--- src/rtl/shim_rd_arbiter.sv ---
// Read-request arbiter for the AXI shim; SHIM_RD_ARB_FIXED_PRIO_EN selects fixed priority over round-robin.
// Latency: zero-cycle combinational request/grant and response routing; only FSM, pointer and counters are registered.
// Backpressure: a stalled shim grant freezes the selection; responses stall on the addressed client's rdy_i.
module shim_rd_arbiter #(
    parameter int unsigned NumPorts       = 2,
    parameter int unsigned AxiNumWords    = 4,
    parameter int unsigned AxiIdWidth     = 4,
    parameter int unsigned MaxOutstanding = 2
) (
    input  logic                                           clk_i,
    input  logic                                           rst_ni,
    input  logic [NumPorts-1:0]                            req_i,
    output logic [NumPorts-1:0]                            gnt_o,
    input  logic [NumPorts-1:0][63:0]                      addr_i,
    input  logic [NumPorts-1:0][$clog2(AxiNumWords)-1:0]   blen_i,
    input  logic [NumPorts-1:0][1:0]                       size_i,
    input  logic [NumPorts-1:0]                            lock_i,
    output logic [NumPorts-1:0]                            valid_o,
    output logic                                           last_o,
    output logic [63:0]                                    data_o,
    output logic                                           exokay_o,
    input  logic [NumPorts-1:0]                            rdy_i,
    output logic                                           shim_req_o,
    input  logic                                           shim_gnt_i,
    output logic [63:0]                                    shim_addr_o,
    output logic [$clog2(AxiNumWords)-1:0]                 shim_blen_o,
    output logic [1:0]                                     shim_size_o,
    output logic                                           shim_lock_o,
    output logic [AxiIdWidth-1:0]                          shim_id_o,
    output logic                                           shim_rdy_o,
    input  logic                                           shim_valid_i,
    input  logic                                           shim_last_i,
    input  logic                                           shim_exokay_i,
    input  logic [63:0]                                    shim_data_i,
    input  logic [AxiIdWidth-1:0]                          shim_id_i,
    output logic                                           err_o
);

    localparam int unsigned PortW = (NumPorts > 1) ? $clog2(NumPorts) : 1;
    localparam int unsigned CntW  = 3;
    localparam logic [CntW-1:0] MaxOut = CntW'(MaxOutstanding);

    typedef enum logic {IDLE, HOLD} state_e;

    state_e              state_q, state_d;
    logic [PortW-1:0]    sel_q, sel_d, ptr_q, ptr_d, pick, cur, cand;
    logic [PortW:0]      sum;
    logic [CntW-1:0]     cnt_q [NumPorts];
    logic [NumPorts-1:0] elig, inc_hit, dec_hit, cnt_zero;
    logic                any_elig, inc_vld, id_ok, dec_vld, underflow;
    logic [PortW-1:0]    rsp_idx;
    logic [31:0]         id_ext;

    always_comb begin
        for (int p = 0; p < NumPorts; p++) begin
            elig[p]     = req_i[p] && (cnt_q[p] < MaxOut);
            cnt_zero[p] = (cnt_q[p] == '0);
        end
    end

    // Search upward from ptr_q with wrap; the first eligible candidate wins.
    always_comb begin
        pick     = '0;
        any_elig = 1'b0;
        sum      = '0;
        cand     = '0;
        for (int i = 0; i < NumPorts; i++) begin
            sum = (PortW+1)'(ptr_q) + (PortW+1)'(i);
            if (sum >= (PortW+1)'(NumPorts)) begin
                sum = sum - (PortW+1)'(NumPorts);
            end
            cand = sum[PortW-1:0];
            if (!any_elig && elig[cand]) begin
                any_elig = 1'b1;
                pick     = cand;
            end
        end
    end

    always_comb begin
        state_d    = state_q;
        sel_d      = sel_q;
        ptr_d      = ptr_q;
        cur        = pick;
        shim_req_o = 1'b0;
        gnt_o      = '0;
        inc_vld    = 1'b0;
        case (state_q)
            IDLE: begin
                if (any_elig) begin
                    shim_req_o = 1'b1;
                    if (shim_gnt_i) begin
                        gnt_o[pick] = 1'b1;
                        inc_vld     = 1'b1;
                    end else begin
                        sel_d   = pick;
                        state_d = HOLD;
                    end
                end
            end
            HOLD: begin
                // Selection is frozen until granted so the AR payload stays stable.
                cur        = sel_q;
                shim_req_o = 1'b1;
                if (shim_gnt_i) begin
                    gnt_o[sel_q] = 1'b1;
                    inc_vld      = 1'b1;
                    state_d      = IDLE;
                end
            end
            default: state_d = IDLE;
        endcase
        if (inc_vld) begin
            ptr_d = (cur == PortW'(NumPorts - 1)) ? '0 : cur + PortW'(1);
        end
    end

    assign shim_addr_o = shim_req_o ? addr_i[cur] : '0;
    assign shim_blen_o = shim_req_o ? blen_i[cur] : '0;
    assign shim_size_o = shim_req_o ? size_i[cur] : '0;
    assign shim_lock_o = shim_req_o && lock_i[cur];
    assign shim_id_o   = shim_req_o ? AxiIdWidth'(cur) : '0;

    assign id_ext  = 32'(shim_id_i);
    assign id_ok   = (id_ext < NumPorts);
    assign rsp_idx = shim_id_i[PortW-1:0];

    // Beats with an unknown ID are sunk so the shim never deadlocks on them.
    always_comb begin
        valid_o    = '0;
        shim_rdy_o = 1'b1;
        if (id_ok) begin
            valid_o[rsp_idx] = shim_valid_i;
            shim_rdy_o       = rdy_i[rsp_idx];
        end
    end

    assign last_o   = shim_last_i;
    assign data_o   = shim_data_i;
    assign exokay_o = shim_exokay_i;
    assign dec_vld  = shim_valid_i && shim_rdy_o && shim_last_i && id_ok;

    always_comb begin
        for (int p = 0; p < NumPorts; p++) begin
            inc_hit[p] = inc_vld && (cur == PortW'(p));
            dec_hit[p] = dec_vld && (rsp_idx == PortW'(p));
        end
    end

    assign underflow = |(dec_hit & ~inc_hit & cnt_zero);
    assign err_o     = (shim_valid_i && !id_ok) || underflow;

    always_ff @(posedge clk_i or negedge rst_ni) begin
        if (!rst_ni) begin
            for (int p = 0; p < NumPorts; p++) cnt_q[p] <= '0;
        end else begin
            for (int p = 0; p < NumPorts; p++) begin
                if (inc_hit[p] && !dec_hit[p]) begin
                    cnt_q[p] <= cnt_q[p] + CntW'(1);
                end else if (dec_hit[p] && !inc_hit[p] && !cnt_zero[p]) begin
                    cnt_q[p] <= cnt_q[p] - CntW'(1);
                end
            end
        end
    end

    always_ff @(posedge clk_i or negedge rst_ni) begin
        if (!rst_ni) begin
            state_q <= IDLE;
            sel_q   <= '0;
        end else begin
            state_q <= state_d;
            sel_q   <= sel_d;
        end
    end

`ifdef SHIM_RD_ARB_FIXED_PRIO_EN
    assign ptr_q = '0;
`else
    always_ff @(posedge clk_i or negedge rst_ni) begin
        if (!rst_ni) ptr_q <= '0;
        else         ptr_q <= ptr_d;
    end
`endif

endmodule

--- config.mk ---
export PLATFORM = sky130hd
export DESIGN_NAME = shim_rd_arbiter
export DESIGN_NICKNAME = d
export VERILOG_FILES = /design/src/rtl/shim_rd_arbiter.sv
export SDC_FILE = /design/constraint.sdc
export NUM_CORES = 1
export LEC_CHECK = 0
export CORE_AREA = 4 4 140 142
export DETAILED_ROUTE_END_ITERATION = 8
export DIE_AREA = 0 0 144 146
export GPL_TIMING_DRIVEN = 0
export HOLD_SLACK_MARGIN = 0.12
export PLACE_DENSITY = 0.51
export RECOVER_POWER = 25
export SLEW_MARGIN = 20
export SYNTH_ARGS = -nofsm -noshare
export SYNTH_HDL_FRONTEND = slang
export SYNTH_SLANG_ARGS = --single-unit
export TNS_END_PERCENT = 30
--- constraint.sdc ---
create_clock -name clk_i -period 4.14 [get_ports clk_i]
set_input_delay 1.242 -clock clk_i [delete_from_list [all_inputs] [get_ports clk_i]]
set_output_delay 1.242 -clock clk_i [all_outputs]
set_load 0.02 [all_outputs]
==> flow_metrics.env <==
export IMPL_status="complete, no violations"
export IMPL_rsz0062_at_grt="true"
export IMPL_relSlewSlack=0.598
export IMPL_p_total_mw=2.86
export IMPL_worst_setup_path_end_kind="output pin"
export IMPL_dr_total_vias=3699
export IMPL_grt_max_degree=11
export IMPL_hpwl_um=12300
export IMPL_synth_async_reset_ratio=1.00
export IMPL_crit_type="in -> out"
export IMPL_synth_edff_count=0
export IMPL_wl_met1_um=6120
export IMPL_grt_pass1_vias=3754
export IMPL_dr_max_layer_used="met4"
export IMPL_synth_simple_area_share=0.339
export IMPL_synth_area_sq_um=2290
export IMPL_gr_total_overflow=0
export IMPL_synth_adder_area_share=0.0175
export IMPL_synth_mux_area_frac=0.0218
export IMPL_min_period_ns=4.12
export IMPL_skew_ns=0.000867
export IMPL_clock_fmax_mhz=243
export IMPL_peakVddDrop_mv=0.198
export IMPL_core_area_sq_um=18500
export IMPL_yosysUniqueCellTypes=48
export IMPL_postRouteAntennaNets=0
export IMPL_viasPerCell=3.93
export IMPL_drt_initial_drc_count=114
export IMPL_final_setup_viol_count=0
export IMPL_required_ns=2.90
export IMPL_cts_buffers=3
export IMPL_antenna_found_initial=0
export IMPL_cts_sinks=9
export IMPL_leakagePower_nw=2.61
export IMPL_drive_gt1_frac=0.315
export IMPL_rows=50
export IMPL_cts_tree="built"
export IMPL_cp_start_kind="input pin"
export IMPL_area_delta_synth_final_pct=156
export IMPL_slew_violations=0
export IMPL_clkTransAtPathRegs_ns=0.04
export IMPL_die_w_um=144
export IMPL_pwr_share_seq=0.068
export IMPL_clkPwrFrac=0.061
export IMPL_cp_arrival_ns=2.87
export IMPL_p_comb_frac=0.871
export IMPL_seq_area_frac_synth=0.0983
export IMPL_cts_hold_buffers=0
export IMPL_worstMarginPinSlew_ns=0.602
export IMPL_ios=362
export IMPL_hp_class="reg -> reg"
export IMPL_portBuffers=292
export IMPL_clock_latency_ns=0.24
export IMPL_crit_fanout=5
export IMPL_synthFlopType="dfrtp_1"
export IMPL_grtUsageTotal=0.127
export IMPL_met3_length_um=1060
export IMPL_power_switching_mw=1.50
export IMPL_design_area_sq_um=5870
export IMPL_wire_per_inst_um=16.1
export IMPL_yosysWarnings=0
export IMPL_synth_top_area_cell="nand2_1"
export IMPL_die_area_sq_um=21000
export IMPL_maxCapViolCount=0
export IMPL_diodes=0
export IMPL_drt_pass1_iterations=6
export IMPL_drc=0
export IMPL_routed_wl_um=15100
export IMPL_p_per_area_nw_per_um2=488
export IMPL_clockBufferDepth=2
export IMPL_cts_htree_levels=1
export IMPL_ys_ff_latch=9
export IMPL_hold_violations=0
export IMPL_finalWeightedCongestion=0.779
export IMPL_synth_top_area_share=0.233
export IMPL_post_dp_cell_area_sq_um=5520
export IMPL_netlist_instances=393
export IMPL_start_util=0.124
export IMPL_die_h_um=146
export IMPL_syn_avg_cell_area_sq_um=5.83
export IMPL_fin_util=0.318
export IMPL_final_period_utilization=0.994
export IMPL_grt_first_pass_wirelength_um=21200
export IMPL_synth_xor_area_frac=0
export IMPL_nNetsFinal=926
export IMPL_cts_root_buf="clkbuf_16"
export IMPL_synthTopCellsByArea="nand2_1, buf_4, a21oi_1"
export IMPL_synth_top_family_by_area="simple AND/OR/NAND/NOR gates"
export IMPL_p_int_mw=1.36
export IMPL_synth_compound_area_frac=0.231
export IMPL_p_sw_frac=0.524
export IMPL_met2_length_um=7870
synthesized netlist by cell type, drive strengths merged (2+ instances only):
| library cell | count |
|---|---|
| o21ai | 8 |
| o22ai | 2 |
| or2 | 2 |
| or4b | 3 |
| o221ai | 2 |
| or3 | 3 |
| clkbuf | 17 |
| nor4b | 2 |
| buf | 78 |
| nor2 | 11 |
| inv | 5 |
| o32a | 2 |
| dfrtp | 9 |
| mux2i | 5 |
| nor2b | 2 |
| nand3 | 2 |
| fa | 2 |
| and3 | 3 |
| nand2 | 142 |
| nor3 | 4 |
| a21oi | 70 |
through the flow:
stage	std cells	hold slack (ns)	setup WS (ns)	TNS [ns]
floorplan	395	0.511	0.0240	0
global placement	921	0.551	-1.43	-94.51
detailed placement	921	0.549	-1.37	-81.40
CTS	939	0.572	-0.101	-0.101
global route	941	0.600	-0.0372	-0.0878
finish	941	0.578	0.0234	0
state kept, by name, indices dropped and copies added, names as in the netlist:
name     flops
cnt_q        6
ptr_q        1
sel_q        1
state_q      1
area by class of cell:
cell class	instances	area (sq um)
Tap cell	234	293
Sequential cell	9	225
Clock buffer	4	78.8
Multi-Input combinational cell	285	1570
Inverter	5	26.3
Buffer	95	806
Timing Repair Buffer	309	2870
Fill cell	2058	12600
cell usage in the layout, fill, tap and decap left out, drive strengths merged, types with 2 or more instances in the layout:
cell and n:
o21ai 8, o221ai 2, clkbuf 21, nor2 11
or2 2, o32a 2, dlygate4sd2 4, a21oi 70
buf 170, mux2i 5, nand3 2, nor2b 2
nor3 4, and3 3, or4b 3, nor4b 2
or3 3, conb 3, fa 2, nand2 142
dfrtp 9, o22ai 2, inv 5, clkdlybuf4s50 211
cells by family after synthesis:
| kind of cell | after synthesis |
|---|---|
| AO/OA/AOI/OAI | 94 |
| other | 1 |
| flip-flops | 9 |
| AND/OR/NAND/NOR | 181 |
| buffers and inverters | 101 |
| adder cells (fa/ha/maj) | 2 |
| multiplexers | 5 |
metal layers:
| metal | vias to the layer above | track usage |
|---|---|---|
| met4 | 0 | 0.0118 |
| met2 | 176 | 0.242 |
| li1 | 1868 | - |
| met3 | 9 | 0.0197 |
| met5 | - | 0 |
| met1 | 1646 | 0.152 |
repair_timing:
| item | 4_1_cts | 5_1_grt |
|---|---|---|
| setup buffers | 13 | 1 |
| pin swaps | 13 | 5 |
| setup endpoints to repair | 75 | 73 |
| gates resized for setup | 402 | 52 |
| cloned | 2 | 1 |
power by group through the flow:
stage / Clock [mW] / Sequential [mW] / Combinational (mW)
2_1_floorplan: 0 / 0.172 / 1.22
3_3_place_gp: 0 / 0.186 / 2.35
3_5_place_dp: 0 / 0.187 / 2.35
4_1_cts: 0.178 / 0.191 / 2.39
5_1_grt: 0.183 / 0.202 / 2.71
6_report: 0.175 / 0.193 / 2.50
worst max-delay path: stages:
cell      delay, ns
buf_6          0.09
or4b_4         0.57
or3b_4         0.44
o32ai_4        0.23
o21bai_4       0.17
buf_6          0.13
final timing paths:
kind | startpoint | endpoint | slack (ns) | cells past startpoint
worst max-delay path | shim_id_i[2] | err_o | 0.02 | 6
worst min-delay path | sel_q | sel_q | 0.58 | 1
worst max register to register | cnt_q[5] | cnt_q[1] | 1.40 | 11
worst min register to register | sel_q | sel_q | 0.58 | 1
max in group asynchronous | rst_ni | cnt_q[1] | 2.40 | 1
min in group asynchronous | rst_ni | cnt_q[5] | 1.41 | 1
Power figures use the tool's default switching activity.
